==> src/rtl/conv_out_addr_gen_if.sv <==
// Signal bundle between the MAC array, conv_out_addr_gen and the output feature-map RAM.
// The slave modport is the controller side; master is whoever drives start/mac_valid.
interface conv_out_addr_gen_if #(
   parameter int unsigned ADDR_W = 16
);
   logic              start;
   logic              mac_valid;
   logic              neuron_rdy;
   logic [ADDR_W-1:0] out_addr;
   logic              wr_en;
   logic [ADDR_W-1:0] wr_addr;
   logic              plane_done;
   logic              layer_done;
   logic              busy;
   logic [7:0]        ch_idx;

   modport master (
      output start,
      output mac_valid,
      input  neuron_rdy,
      input  out_addr,
      input  wr_en,
      input  wr_addr,
      input  plane_done,
      input  layer_done,
      input  busy,
      input  ch_idx
   );

   modport slave (
      input  start,
      input  mac_valid,
      output neuron_rdy,
      output out_addr,
      output wr_en,
      output wr_addr,
      output plane_done,
      output layer_done,
      output busy,
      output ch_idx
   );
endinterface

==> src/rtl/conv_out_addr_gen.sv <==
// Output-side controller of the conv engine: counts MAC beats per neuron, generates
// channel-major output addresses and a delayed write strobe for the output RAM.
module conv_out_addr_gen #(
   parameter int unsigned ACC_CYCLES   = 25,
   parameter int unsigned PLANE_PIXELS = 196,
   parameter int unsigned OUT_CHANNELS = 16,
   parameter int unsigned WR_DELAY     = 2,
   parameter int unsigned ADDR_W       = 16
) (
   input logic                clk,
   input logic                rst_n,
   conv_out_addr_gen_if.slave bus
);

   localparam int unsigned AccW = (ACC_CYCLES > 1) ? $clog2(ACC_CYCLES) : 1;
   localparam longint unsigned Total = longint'(OUT_CHANNELS) * longint'(PLANE_PIXELS);

   localparam logic [AccW-1:0]   AccLast   = AccW'(ACC_CYCLES - 1);
   localparam logic [ADDR_W-1:0] LastPix   = ADDR_W'(PLANE_PIXELS - 1);
   localparam logic [ADDR_W-1:0] PlaneStep = ADDR_W'(PLANE_PIXELS);
   localparam logic [ADDR_W-1:0] LastAddr  = ADDR_W'(Total - 1);
   localparam logic [7:0]        LastCh    = 8'(OUT_CHANNELS - 1);

   if (ACC_CYCLES < 1 || PLANE_PIXELS < 1 || OUT_CHANNELS < 1 || WR_DELAY < 1) begin : g_param_chk
      $fatal(1, "conv_out_addr_gen: ACC_CYCLES, PLANE_PIXELS, OUT_CHANNELS, WR_DELAY must be >= 1");
   end
   if (((Total - 1) >> ADDR_W) != 0) begin : g_addr_w_chk
      $fatal(1, "conv_out_addr_gen: ADDR_W too small for OUT_CHANNELS*PLANE_PIXELS-1");
   end
   if (OUT_CHANNELS > 256) begin : g_ch_w_chk
      $fatal(1, "conv_out_addr_gen: OUT_CHANNELS does not fit the 8-bit ch_idx");
   end

   typedef enum logic [1:0] {StIdle, StRun, StDrain, StDone} state_e;

   state_e            state_q, state_d;
   logic [AccW-1:0]   acc_q, acc_d;
   logic [ADDR_W-1:0] pix_q, pix_d;
   logic [ADDR_W-1:0] base_q, base_d;
   logic [7:0]        ch_q, ch_d;
   logic              rdy_q, rdy_d;
   logic [ADDR_W-1:0] out_addr_q, out_addr_d;
   logic              plast_q, plast_d;

   logic [WR_DELAY-1:0] pipe_vld_q;
   logic [WR_DELAY-1:0] pipe_pl_q;
   logic [ADDR_W-1:0]   pipe_addr_q [WR_DELAY];

   logic              wr_en;
   logic [ADDR_W-1:0] wr_addr;

   assign wr_en   = pipe_vld_q[WR_DELAY-1];
   assign wr_addr = pipe_addr_q[WR_DELAY-1];

   always_comb begin
      state_d    = state_q;
      acc_d      = acc_q;
      pix_d      = pix_q;
      base_d     = base_q;
      ch_d       = ch_q;
      rdy_d      = 1'b0;
      out_addr_d = out_addr_q;
      plast_d    = 1'b0;

      unique case (state_q)
         StIdle: begin
            // A mac_valid in the same cycle as start is dropped on purpose.
            if (bus.start) begin
               state_d = StRun;
               acc_d   = '0;
               pix_d   = '0;
               base_d  = '0;
               ch_d    = '0;
            end
         end
         StRun: begin
            if (bus.mac_valid) begin
               if (acc_q == AccLast) begin
                  acc_d      = '0;
                  rdy_d      = 1'b1;
                  out_addr_d = base_q + pix_q;
                  plast_d    = (pix_q == LastPix);
                  if (pix_q == LastPix) begin
                     // Counters hold on the final neuron so ch_idx keeps the last channel.
                     if (ch_q == LastCh) begin
                        state_d = StDrain;
                     end else begin
                        pix_d  = '0;
                        ch_d   = ch_q + 8'd1;
                        base_d = base_q + PlaneStep;
                     end
                  end else begin
                     pix_d = pix_q + ADDR_W'(1);
                  end
               end else begin
                  acc_d = acc_q + AccW'(1);
               end
            end
         end
         StDrain: begin
            if (wr_en && (wr_addr == LastAddr)) begin
               state_d = StDone;
            end
         end
         StDone: begin
            state_d = StIdle;
         end
         default: begin
            state_d = StIdle;
         end
      endcase
   end

   always_ff @(posedge clk or negedge rst_n) begin
      if (!rst_n) begin
         state_q <= StIdle;
      end else begin
         state_q <= state_d;
      end
   end

   always_ff @(posedge clk or negedge rst_n) begin
      if (!rst_n) begin
         acc_q      <= '0;
         pix_q      <= '0;
         base_q     <= '0;
         ch_q       <= '0;
         rdy_q      <= 1'b0;
         out_addr_q <= '0;
         plast_q    <= 1'b0;
      end else begin
         acc_q      <= acc_d;
         pix_q      <= pix_d;
         base_q     <= base_d;
         ch_q       <= ch_d;
         rdy_q      <= rdy_d;
         out_addr_q <= out_addr_d;
         plast_q    <= plast_d;
      end
   end

   // Write pipe mirrors the MAC drain latency; one slot per cycle keeps full rate.
   always_ff @(posedge clk or negedge rst_n) begin
      if (!rst_n) begin
         pipe_vld_q <= '0;
         pipe_pl_q  <= '0;
         for (int i = 0; i < WR_DELAY; i++) begin
            pipe_addr_q[i] <= '0;
         end
      end else begin
         pipe_vld_q[0]  <= rdy_q;
         pipe_pl_q[0]   <= plast_q;
         pipe_addr_q[0] <= out_addr_q;
         for (int i = 1; i < WR_DELAY; i++) begin
            pipe_vld_q[i]  <= pipe_vld_q[i-1];
            pipe_pl_q[i]   <= pipe_pl_q[i-1];
            pipe_addr_q[i] <= pipe_addr_q[i-1];
         end
      end
   end

   assign bus.neuron_rdy = rdy_q;
   assign bus.out_addr   = out_addr_q;
   assign bus.wr_en      = wr_en;
   assign bus.wr_addr    = wr_addr;
   assign bus.plane_done = wr_en & pipe_pl_q[WR_DELAY-1];
   assign bus.layer_done = (state_q == StDone);
   assign bus.busy       = (state_q == StRun) || (state_q == StDrain);
   assign bus.ch_idx     = (state_q == StIdle) ? 8'd0 : ch_q;

   a_rdy_in_layer: assert property (@(posedge clk) disable iff (!rst_n)
      rdy_q |-> (state_q inside {StRun, StDrain}));
   a_wr_in_layer: assert property (@(posedge clk) disable iff (!rst_n)
      wr_en |-> (state_q inside {StRun, StDrain}));
   a_done_pulse: assert property (@(posedge clk) disable iff (!rst_n)
      (state_q == StDone) |=> (state_q == StIdle));

endmodule

==> src/flat_wrapper.sv <==
// flat-port wrapper written by rule: the top's interface ports become plain ports
module conv_out_addr_gen_flat 
#(
   parameter int unsigned ACC_CYCLES   = 25,
   parameter int unsigned PLANE_PIXELS = 196,
   parameter int unsigned OUT_CHANNELS = 16,
   parameter int unsigned WR_DELAY     = 2,
   parameter int unsigned ADDR_W       = 16
)
  (clk, rst_n, bus_start, bus_mac_valid, bus_neuron_rdy, bus_out_addr, bus_wr_en, bus_wr_addr, bus_plane_done, bus_layer_done, bus_busy, bus_ch_idx);
  conv_out_addr_gen_if #(.ADDR_W(ADDR_W)) bus_i ();
  input logic clk;
  input logic rst_n;
  input wire logic [$bits(bus_i.start)-1:0] bus_start;
  input wire logic [$bits(bus_i.mac_valid)-1:0] bus_mac_valid;
  output wire logic [$bits(bus_i.neuron_rdy)-1:0] bus_neuron_rdy;
  output wire logic [$bits(bus_i.out_addr)-1:0] bus_out_addr;
  output wire logic [$bits(bus_i.wr_en)-1:0] bus_wr_en;
  output wire logic [$bits(bus_i.wr_addr)-1:0] bus_wr_addr;
  output wire logic [$bits(bus_i.plane_done)-1:0] bus_plane_done;
  output wire logic [$bits(bus_i.layer_done)-1:0] bus_layer_done;
  output wire logic [$bits(bus_i.busy)-1:0] bus_busy;
  output wire logic [$bits(bus_i.ch_idx)-1:0] bus_ch_idx;
  assign bus_i.start = bus_start;
  assign bus_i.mac_valid = bus_mac_valid;
  assign bus_neuron_rdy = bus_i.neuron_rdy;
  assign bus_out_addr = bus_i.out_addr;
  assign bus_wr_en = bus_i.wr_en;
  assign bus_wr_addr = bus_i.wr_addr;
  assign bus_plane_done = bus_i.plane_done;
  assign bus_layer_done = bus_i.layer_done;
  assign bus_busy = bus_i.busy;
  assign bus_ch_idx = bus_i.ch_idx;
  conv_out_addr_gen #(.ACC_CYCLES(ACC_CYCLES), .PLANE_PIXELS(PLANE_PIXELS), .OUT_CHANNELS(OUT_CHANNELS), .WR_DELAY(WR_DELAY), .ADDR_W(ADDR_W)) u_core (.clk(clk), .rst_n(rst_n), .bus(bus_i));
endmodule
==> config.mk <==
export PLATFORM = sky130hd
export DESIGN_NAME = conv_out_addr_gen_flat
export DESIGN_NICKNAME = d
export VERILOG_FILES = /design/src/rtl/conv_out_addr_gen_if.sv /design/src/rtl/conv_out_addr_gen.sv /design/src/flat_wrapper.sv
export SDC_FILE = /design/constraint.sdc
export NUM_CORES = 1
export LEC_CHECK = 0
export BUFFER_PORTS_ARGS = -buffer_cell sky130_fd_sc_hd__buf_4
export CORE_ASPECT_RATIO = 2
export CORE_MARGIN = 2
export CORE_UTILIZATION = 40
export DETAILED_ROUTE_END_ITERATION = 7
export PLACE_DENSITY = 0.56
export SLEW_MARGIN = 20
export SYNTH_ARGS = -nofsm -noshare
export SYNTH_HDL_FRONTEND = slang
export SYNTH_SLANG_ARGS = --single-unit
==> constraint.sdc <==
create_clock -name clk -period 2.8 [get_ports clk]
set_input_delay 0.7 -clock clk [delete_from_list [all_inputs] [get_ports clk]]
set_output_delay 0.7 -clock clk [all_outputs]
set_load 0.1 [all_outputs]
[After elaboration in Yosys (flattened, before gate mapping)]
Cells that the tools add are included.
Storage, ports and cells
  latch bits: 0
  memory bits (writable): 0
  memories kept: 0
  ROM bits: 0
  flip-flop bits (word level): 101
  output and inout port bits: 45
  bits of input ports: 4
Cells by class
  $add $sub $neg: 5
  $mul: 0
  divide/modulo/power cells: 0
  order comparisons: 0
  reductions and logical operators: 9
  bitwise operators: 1
  shift-type cells: 0
  mux-type cells: 35
  eq/ne operators: 15
Operators by type and width (number)
  $mux W16: 9
  $pmux W16 S2: 2
  $mux W8: 6
  $add A16 B1 Y16 const B: 1
  $add A16 B16 Y16: 1
  $add A16 B8 Y16 const B: 1
  $eq A16 B12 Y1 const B: 1
  $eq A16 B8 Y1 const B: 1
  $pmux W8 S2: 1
  $mux W5: 3
  $mux W2: 6
  $reduce_and A6 Y1: 2
  $pmux W5 S2: 1
  $add A8 B1 Y8 const B: 1
  $eq A8 B4 Y1 const B: 1
  $ne A2 B1 Y1 const B: 4
  $pmux W2 S4: 1
  $mux W1: 6
  $ne A2 B2 Y1 const B: 3
  $reduce_and A3 Y1: 2
  $add A5 B1 Y5 const B: 1
  $eq A5 B5 Y1 const B: 1
  $reduce_and A5 Y1: 1
  $eq A2 B2 Y1 const B: 2
  7 further kinds: 7

[Depth between registers and ports, before layout]
Gate-level depths: netlist (run 1).
  depth in word-level cells: 6
  mapped depth: 10
  depth with buffers taken out: 8

[Worst setup path before layout (run 1)]
OpenSTA, ideal clock, no wires.
  kind: flip-flop to output port
  start point: reg u_core.state_q[0]
  end point: out bus_ch_idx[0]
  required time: 2100 ps
  stages on the path, launching flop included: 5
  slack: -25 ps
  arrival: 2125 ps
  cells stage by stage: dfrtp_1 > inv_1 > ha_1 > buf_2 > nor2b_1
On the way
  word-level cells in the longest chain between the ends: 2
Ends and longest elaborated chain
  start: declaration: line conv_out_addr_gen.sv:36  | state_e state_q, state_d;
  start signal: assignment: line conv_out_addr_gen.sv:116  | state_q <= StIdle;
  start signal: assignment: line conv_out_addr_gen.sv:118  | state_q <= state_d;
  $logic_not A2 Y1: line conv_out_addr_gen.sv:169  | assign bus.ch_idx = (state_q == StIdle) ? 8'd0 : ch_q;
  $mux W8: line conv_out_addr_gen.sv:169
  end: declaration: line flat_wrapper.sv:23  | output wire logic [$bits(bus_i.ch_idx)-1:0] bus_ch_idx;
Every way passes these cells.

[Worst setup path after layout (run 1)]
  start point: reg u_core.pix_q[13]
  end point: reg u_core.base_q[13]
On the way
  word-level cells in the longest chain between the ends: 3
Ends and longest elaborated chain
  start: declaration: line conv_out_addr_gen.sv:38  | logic [ADDR_W-1:0] pix_q, pix_d;
  start signal: assignment: line conv_out_addr_gen.sv:133  | pix_q <= pix_d;
  $eq A16 B8 Y1: line conv_out_addr_gen.sv:83  | if (pix_q == LastPix) begin
  $ne A2 B1 Y1 (no line)
  $reduce_and A6 Y1 (no line)
  end signal: assignment: line conv_out_addr_gen.sv:134  | base_q <= base_d;
  end: declaration: line conv_out_addr_gen.sv:39  | logic [ADDR_W-1:0] base_q, base_d;
Every way passes these cells.
A chain may end at the register's enable or synchronous reset.

==> flow_summary.ini, run 1 <==
[status]
status = complete, no violations

[worst_setup_path]
arrival_ns = 2.74
path_max_fanout = 18
rr_startpoint = u_core.pix_q[13]
cp-end-kind = flop
required_ns = 3.09
worstSetupPathType = reg -> reg
cp-start-kind = flop
startpoint = u_core.pix_q[13]

[clock_tree]
cts_root_buffer = clkbuf_16
cts_tree = yes
cts-resized-gates = 0
htreeDepth = 3
insertion_delay_ns = 0.35
clk_path_buf_depth = 2
hold_buffers = 0
path_clk_slew_ns = 0.08
cts_inserted_buffers = 9
cts_sinks = 99
post_cts_buffers = 0

[timing]
fmax_ghz = 0.408
slew_viol_final = 0
rsz0062_at_grt = no
post-route-min-period_ns = 2.45
finalSetupTns_ns = 0
setup_slack_ns = 0.349
fin_crit_sh = 0.875
tightestPinTransition_ns = 0.582
finalHoldViolations = 0
skew_ns = 0.00822
setup_violations = 0
relSlewSlack = 0.612

[power]
seq_power_share = 0.508
peakVddDrop_mv = 0.440
pwr-share-clk = 0.415
powerDensity_nw_per_um2 = 509
p_leak_nw = 2.96
switching_share = 0.272
p_sw_mw = 0.813
pwr-share-comb = 0.077
internal-power_mw = 2.17

[die]
fp.dieH_um = 163
num_io_pins = 49
rows = 58
die_x_um = 83.6
fp.dieArea_um2 = 13600
start_util = 0.406
core_um2 = 12500

[grt]
overflow = 0
track_usage = 0.182
antenna_found_initial = 0
grt_pass1_wl_mm = 19.9
grt_max_degree = 44
grt_pass1_vias = 4007

[logic_synthesis]
synth_edf_count = 0
ys_seq_area_frac = 0.489
synth_ff_type = dfrtp_1
syn_area_um2 = 5070
ys_ff_latch = 99
syn_nets = 544
syn-instance-count = 517
yosys.cell_types.count = 64
avgSynthCellArea_um2 = 9.80
synth_async_sr_flop_share = 1.00
ys_warn_count = 0

[flow_run]
cap_violations = 0

[final_layout]
drive_above_1_share = 0.165
areaGrowthSynthToFinish_pct = 15.8
final_cells = 714
finalInstanceArea_um2 = 5870
antenna_cells = 0
postLayoutCoreUtil = 0.470
nets = 586

[route]
drcViolationCount = 0
drt_iter0_markers = 166
via_per_inst = 5.63
drt-pass1-iter-count = 4
ant_nets = 0
vias = 4017
finalWirelength_mm = 11.9
wl_per_cell_um = 16.6

[place]
pre_cts_slack_ns = 0.344
place_area_um2 = 5570
dpl.cell_count = 698
place.gp.congestion = 0.901
port_buffers = 48
dp_hpwl_mm = 9.03

[worst_hold_path]
hold_path.class = in -> async
-- power by group through the flow --
stage	Sequential (mW)	Clock [mW]	Combinational [mW]
6_report	1.52	1.24	0.231
5_1_grt	1.52	1.33	0.252
4_1_cts	1.52	1.28	0.236
3_5_place_dp	1.54	0	0.234
3_3_place_gp	1.54	0	0.231
2_1_floorplan	1.59	0	0.117
-- per-stage QoR --
stage,power [mW],hold slack (ns)
finish,2.99,0.329
global route,3.11,0.355
CTS,3.03,0.351
detailed placement,1.78,0.335
global placement,1.77,0.332
floorplan,1.70,0.331
-- registers in the layout, summed over array words and instances, names as in the netlist --
signal	flops
u_core.bus.out_addr	16
u_core.bus.wr_addr	16
u_core.pipe_addr_q	16
u_core.pix_q	16
u_core.base_q	14
u_core.ch_q	8
u_core.acc_q	5
u_core.pipe_pl_q	2
u_core.pipe_vld_q	2
u_core.state_q	2
u_core.bus.neuron_rdy	1
u_core.plast_q	1
-- kinds of logic after synthesis --
| group | Yosys count | share of synthesized area |
|---|---|---|
| AO/OA/AOI/OAI | 105 | 0.144 |
| multiplexers | 3 | 0.00642 |
| XOR/XNOR | 16 | 0.0277 |
| other | 1 | 0.000740 |
| flip-flops | 99 | 0.489 |
| AND/OR/NAND/NOR | 220 | 0.225 |
| buffers and inverters | 50 | 0.0506 |
| adder cells (fa/ha/maj) | 23 | 0.0568 |
-- worst max-delay path, stage by stage, from the launching register on --
cell	delay (ns)
dfrtp_1	0.45
nor4_2	0.47
nand4_2	0.16
a2111o_1	0.66
or4_1	0.54
nand3_1	0.09
-- synth_stat cells (all sizes together) (11+ instances only) --
library cell,number,area share
nor2,20,0.015
o21ai,29,0.029
dfrtp,99,0.49
nand3,42,0.041
and3,11,0.014
ha,23,0.057
inv,14,0.010
clkbuf,12,0.0089
o211ai,12,0.018
nand2,79,0.059
buf,24,0.031
a21oi,18,0.018
-- area by class of cell --
| cell class | instances | area, um^2 |
|---|---|---|
| timing repair buffer | 67 | 515 |
| fill | 1198 | 6620 |
| clock inverter | 7 | 76.3 |
| inverter | 14 | 52.6 |
| tap | 150 | 188 |
| sequential | 99 | 2480 |
| multi-input combinational | 368 | 2330 |
| clock buffer | 9 | 225 |
-- placed cells by master (no fill, tap or decap), drive strengths merged, types with 3 or more instances in the layout --
cell | Yosys | final
dfrtp | 99 | 99
nand2 | 79 | 79
buf | 24 | 67
nand3 | 42 | 42
o21ai | 29 | 29
ha | 23 | 23
nor2 | 20 | 20
inv | 14 | 19
a21oi | 18 | 18
o211ai | 12 | 12
and3 | 11 | 11
nor2b | 10 | 10
xor2 | 10 | 10
nand4 | 10 | 10
clkbuf | 12 | 9
nor3 | 8 | 8
or4 | 7 | 7
a31oi | 6 | 6
xnor2 | 6 | 6
nor4 | 6 | 6
nand4b | 5 | 5
a21o | 5 | 5
and2 | 4 | 4
nand2b | 3 | 3
or3 | 3 | 3
o21a | 3 | 3
a41oi | 3 | 3
a22o | 3 | 3
nand3b | 3 | 3
o221ai | 3 | 3
a2111oi | 3 | 3
-- metal layers --
metal / vias to the layer above / routed length [um] / track usage
met2: 88 / 6630 / 0.345
met5: - / 0 / 0
met3: 28 / 429 / 0.0308
met4: 0 / 333 / 0.0836
met1: 1960 / 4490 / 0.194
li1: 1941 / - / -
-- path summary, 6_finish.rpt --
| path | cells after the start | to | slack (ns) |
|---|---|---|---|
| worst max-delay path | 5 | u_core.base_q[13] | 0.35 |
| worst min-delay path | 1 | u_core.bus.wr_addr[3] | 0.33 |
| worst max register to register | 5 | u_core.base_q[13] | 0.35 |
| worst min register to register | 0 | u_core.bus.wr_addr[10] | 0.35 |
| max in group asynchronous | 2 | u_core.bus.out_addr[8] | 1.70 |
| min in group clk | 0 | u_core.bus.wr_addr[10] | 0.35 |
Note: power is estimated with default switching activity, not from simulation.
==> run 2, diff against run 1 <==
--- a/config.mk
+++ b/config.mk
@@ -7,7 +7,7 @@
 export LEC_CHECK = 0
 export BUFFER_PORTS_ARGS = -buffer_cell sky130_fd_sc_hd__buf_4
 export CORE_ASPECT_RATIO = 2
-export CORE_MARGIN = 2
+export CORE_MARGIN = 1.5
 export CORE_UTILIZATION = 40
 export DETAILED_ROUTE_END_ITERATION = 7
 export PLACE_DENSITY = 0.56
==> flow_summary.ini, run 2 (synthesized netlist as in run 1, its figures left out) <==
[place]
port_buffers = 48
place.gp.congestion = 0.862
dp_hpwl_mm = 8.98

[die]
core_um2 = 12500
num_io_pins = 49
fp.dieArea_um2 = 13400
die_x_um = 82.6
fp.dieH_um = 162
start_util = 0.406
rows = 58

[power]
p_leak_nw = 2.94
peakVddDrop_mv = 0.410
p_total_mw = 2.91
powerDensity_nw_per_um2 = 499

[grt]
antenna_found_initial = 0
grt_pass1_wl_mm = 19.8
grt_use_met3 = 0.0287
grt_max_degree = 49
grt_use_met2 = 0.357
overflow = 0
top_usage_layer = met2
track_usage = 0.194
grtUsageMet1 = 0.208
grt_pass1_vias = 4043

[clock_tree]
clk_path_buf_depth = 2
htreeDepth = 3
post_cts_buffers = 0
insertion_delay_ns = 0.35
cts_root_buffer = clkbuf_16
cts_tree = yes
hold_buffers = 0
cts_inserted_buffers = 9
cts-resized-gates = 0
path_clk_slew_ns = 0.07
cts_sinks = 99

[timing]
finalHoldViolations = 0
slew_viol_final = 0
skew_ns = 0.0117
rsz0062_at_grt = no
hold_slack_ns = 0.322
tightestPinTransition_ns = 0.586
setup_violations = 0
fmax_ghz = 0.420
relSlewSlack = 0.608
fin_crit_sh = 0.850
post-route-min-period_ns = 2.38

[status]
status = complete, no violations

[final_layout]
final_common_cell = dfrtp_1
areaGrowthSynthToFinish_pct = 15.2
antenna_cells = 0
drive_above_1_share = 0.162
fillers = 1205
layout_common_cells = 99 x dfrtp_1, 79 x nand2_1, 64 x buf_4
nets = 584

[worst_setup_path]
required_ns = 3.08
startpoint = u_core.pix_q[13]
reg2reg_to = u_core.base_q[13]
reg2reg_slack_ns = 0.42
cp-start-kind = flop
path_max_fanout = 22
cp_cell_sequence = nor4_2, nand4_2, a2111o_1, buf_4, or4_1, nand3_1
cp-end-kind = flop
crit_slowest_cell = or4_1
slowest_delay_ns = 0.48
arrival_ns = 2.66
reg2regPathDepth = 6
worstSetupPathType = reg -> reg
rr_startpoint = u_core.pix_q[13]

[route]
via_per_inst = 5.66
vias = 4027
finalWirelength_mm = 11.8
ant_nets = 0
drcViolationCount = 0
wl_per_cell_um = 16.6
drt-pass1-iter-count = 4
drt_iter0_markers = 141

[flow_run]
cap_violations = 0

[worst_hold_path]
hold_path.class = in -> async
[run 2: cell types whose count changed in the layout (fill, tap and decap cells not counted)]
cell,delta
buf_4,-2
inv_8,-2
clkinv_2,+1
clkinv_4,+1
clkinv_8,-1
clkinvlp_4,+1
[run 2: worst max path at each step]
stage,end,slack [ns],depth (start not counted)
after floorplan,bus_ch_idx[0],-0.02,4
after detailed placement,u_core.base_q[10],0.44,6
after global routing,u_core.base_q[5],0.28,7
after CTS,u_core.base_q[10],0.42,6
after global placement,u_core.base_q[10],0.47,7
final,u_core.base_q[13],0.42,6
[run 2: power breakdown]
part           internal (mW)  switching [mW]
sequential              1.48          0.0402
clock                  0.616           0.550
combinational         0.0600           0.171
total                   2.15           0.761
[run 2: per-layer routing]
metal	share of wire	wire [um]
met3	0.030	356
met4	0.032	384
met5	0	0
met1	0.37	4340
met2	0.57	6730
[run 2: metrics by stage]
| stage | util | setup slack [ns] | setup TNS [ns] | cells | instance area (um^2) |
|---|---|---|---|---|---|
| floorplan | - | -0.0246 | -0.197 | 517 | 5070 |
| global placement | 0.445 | 0.474 | 0 | 696 | 5550 |
| detailed placement | 0.445 | 0.445 | 0 | 696 | 5550 |
| CTS | 0.467 | 0.418 | 0 | 712 | 5830 |
| global route | 0.467 | 0.275 | 0 | 712 | 5830 |
| finish | 0.467 | 0.419 | 0 | 712 | 5830 |
[run 2: layout make-up]
cell class | count | area, um^2 | area share
timing repair buffer | 65 | 500 | 0.0858
inverter | 14 | 52.6 | 0.00901
tap | 150 | 188 | 0.0322
multi-input combinational | 368 | 2330 | 0.400
clock inverter | 7 | 58.8 | 0.0101
clock buffer | 9 | 225 | 0.0386
sequential | 99 | 2480 | 0.425
[run 2: critical path: cells and delay by family, from the launching register on]
| family | cells | cell delay (ns) |
|---|---|---|
| AOI/OAI and AO/OA | 1 | 0.46 |
| buffers and inverters | 1 | 0.22 |
| DFF | 1 | 0.45 |
| and+or+nand+nor | 4 | 1.18 |
==> run 3, diff against run 2 <==
--- a/config.mk
+++ b/config.mk
@@ -5,12 +5,13 @@
 export SDC_FILE = /design/constraint.sdc
 export NUM_CORES = 1
 export LEC_CHECK = 0
+export ABC_AREA = 1
 export BUFFER_PORTS_ARGS = -buffer_cell sky130_fd_sc_hd__buf_4
 export CORE_ASPECT_RATIO = 2
 export CORE_MARGIN = 1.5
-export CORE_UTILIZATION = 40
+export CORE_UTILIZATION = 30
 export DETAILED_ROUTE_END_ITERATION = 7
-export PLACE_DENSITY = 0.56
+export PLACE_DENSITY = 0.44
 export SLEW_MARGIN = 20
 export SYNTH_ARGS = -nofsm -noshare
 export SYNTH_HDL_FRONTEND = slang
==> flow_summary.ini, run 3 <==
[status]
status = complete, no violations

[clock_tree]
cts_inserted_buffers = 9
insertion_delay_ns = 0.36
cts_tree = yes
hold_buffers = 0
cts_sinks = 99
post_cts_buffers = 0
cts_root_buffer = clkbuf_16
htreeDepth = 3
clk_path_buf_depth = 2
cts-resized-gates = 0
path_clk_slew_ns = 0.07

[place]
place.gp.congestion = 0.866
port_buffers = 48
pre_cts_slack_ns = 0.440
dp_hpwl_mm = 11.5

[timing]
setup_violations = 0
finalHoldViolations = 0
fin_crit_sh = 0.843
finalSetupTns_ns = 0
fmax_ghz = 0.424
skew_ns = 0.0142
setup_slack_ns = 0.440
rsz0062_at_grt = no
slew_viol_final = 0
post-route-min-period_ns = 2.36
relSlewSlack = 0.397
tightestPinTransition_ns = 0.904

[logic_synthesis]
yosys.area_share.simple = 0.322
synth_xor_area_frac = 0.0253
synth_async_sr_flop_share = 1.00
synthMuxAreaShare = 0
synth_area_leader_cell = dfrtp_1
synth_edf_count = 0
synth_fa_ha_area_frac = 0.0519
avgSynthCellArea_um2 = 7.61
yosysMostFrequentCell = nand2_1
yosys.cell_types.count = 29
ys_ff_latch = 99
synth.area.top_cells = dfrtp_1 45%, nand2_1 16%, nand3_1 6.3%
synth_top_family_by_area = simple AND/OR/NAND/NOR gates
synth_ff_type = dfrtp_1
ys_seq_area_frac = 0.447
syn_area_um2 = 5550
synth_compound_area_frac = 0.0548
syn_nets = 756
synth_commonest_cells = 235 x nand2_1, 99 x dfrtp_1, 84 x inv_1
ys_warn_count = 0
syn-instance-count = 729
synth.top_cell.area_share = 0.447

[worst_setup_path]
arrival_ns = 2.56
slowest_delay_ns = 0.74
crit_slowest_cell = o21ai_2
required_ns = 3.00
cp_num_buf_inv = 2
path_max_fanout = 23
worstSetupPathType = reg -> reg
cp-start-kind = flop
cp_top_family = compound AO/OA/AOI/OAI gates
cp_cell_sequence = inv_1, ha_1, buf_4, nand2_1, o21ai_2, o21ai_0
cp-end-kind = flop

[power]
pwr-share-comb = 0.349
powerDensity_nw_per_um2 = 729
switching_share = 0.411
internal-power_mw = 2.74
pwr-share-clk = 0.291
p_sw_mw = 1.91
peakVddDrop_mv = 0.565
seq_power_share = 0.359
p_leak_nw = 3.26

[die]
rows = 70
fp.dieArea_um2 = 19400
fp.dieH_um = 195
start_util = 0.304
num_io_pins = 49
core_um2 = 18200
die_x_um = 99.1

[route]
ant_nets = 0
drt_iter0_markers = 120
drt-pass1-iter-count = 4
via_per_inst = 4.67
drcViolationCount = 0
finalWirelength_mm = 14.6
vias = 4618
wl_per_cell_um = 14.8

[final_layout]
final_common_cell = nand2_1
areaGrowthSynthToFinish_pct = 15.1
layout_common_cells = 235 x nand2_1, 99 x dfrtp_1, 84 x inv_1
fillers = 1962
drive_above_1_share = 0.132
antenna_cells = 0
nets = 794

[worst_hold_path]
hold_path.class = in -> async

[grt]
grt_pass1_vias = 4752
antenna_found_initial = 0
grt_pass1_wl_mm = 24.0
grt_max_degree = 42
track_usage = 0.161
overflow = 0

[flow_run]
cap_violations = 0
run 3: layout make-up:
type / instances / area (um^2) / share of cell area
Tap cell: 216 / 270 / 0.0423
Clock buffer: 10 / 229 / 0.0359
Sequential cell: 99 / 2480 / 0.388
Inverter: 93 / 349 / 0.0547
Timing Repair Buffer: 56 / 445 / 0.0698
Clock inverter: 6 / 90.1 / 0.0141
Multi-Input combinational cell: 508 / 2520 / 0.395
run 3: final timing paths:
check	start	end	slack, ns	cells past startpoint
min	rst_n	u_core.bus.out_addr[0]	0.32	1
min reg2reg	u_core.pipe_addr_q[31]	u_core.bus.wr_addr[15]	0.35	0
min in group clk	u_core.pipe_addr_q[31]	u_core.bus.wr_addr[15]	0.35	0
max in group asynchronous	rst_n	u_core.bus.wr_addr[12]	1.80	2
max reg2reg	u_core.state_q[1]	u_core.pix_q[7]	0.44	6
max	u_core.state_q[1]	u_core.pix_q[7]	0.44	6
run 3: stage by stage:
stage               power (mW)  std cells  utilization  instance area [um^2]  hold slack (ns)
detailed placement        3.34        972        0.333                  6060            0.335
finish                    4.65        988        0.350                  6380            0.320
global route              4.94        988        0.350                  6380            0.356
CTS                       4.72        988        0.350                  6380            0.330
global placement          3.31        972        0.333                  6060            0.332
floorplan                 2.96        729            -                  5550            0.331
run 3: power by group through the flow:
stage               Sequential, mW  Combinational, mW  Clock (mW)
finish                        1.67               1.63        1.35
global route                  1.69               1.80        1.45
CTS                           1.67               1.64        1.41
detailed placement            1.70               1.64           0
global placement              1.70               1.61           0
floorplan                     1.72               1.25           0
run 3: logic make-up (layout without fill, tap and decap cells):
| group | count (synthesis) | after routing |
|---|---|---|
| simple gates | 411 | 411 |
| buf+inv | 122 | 165 |
| flops | 99 | 99 |
| compound gates | 57 | 57 |
| fa+ha+maj | 23 | 23 |
| xor+xnor | 16 | 16 |
| other cells | 1 | 1 |
run 3: routing by layer:
metal | wire, um | GRT usage
met1 | 5370 | 0.159
met5 | 0 | 0
met3 | 399 | 0.0251
met2 | 8430 | 0.316
met4 | 422 | 0.0767
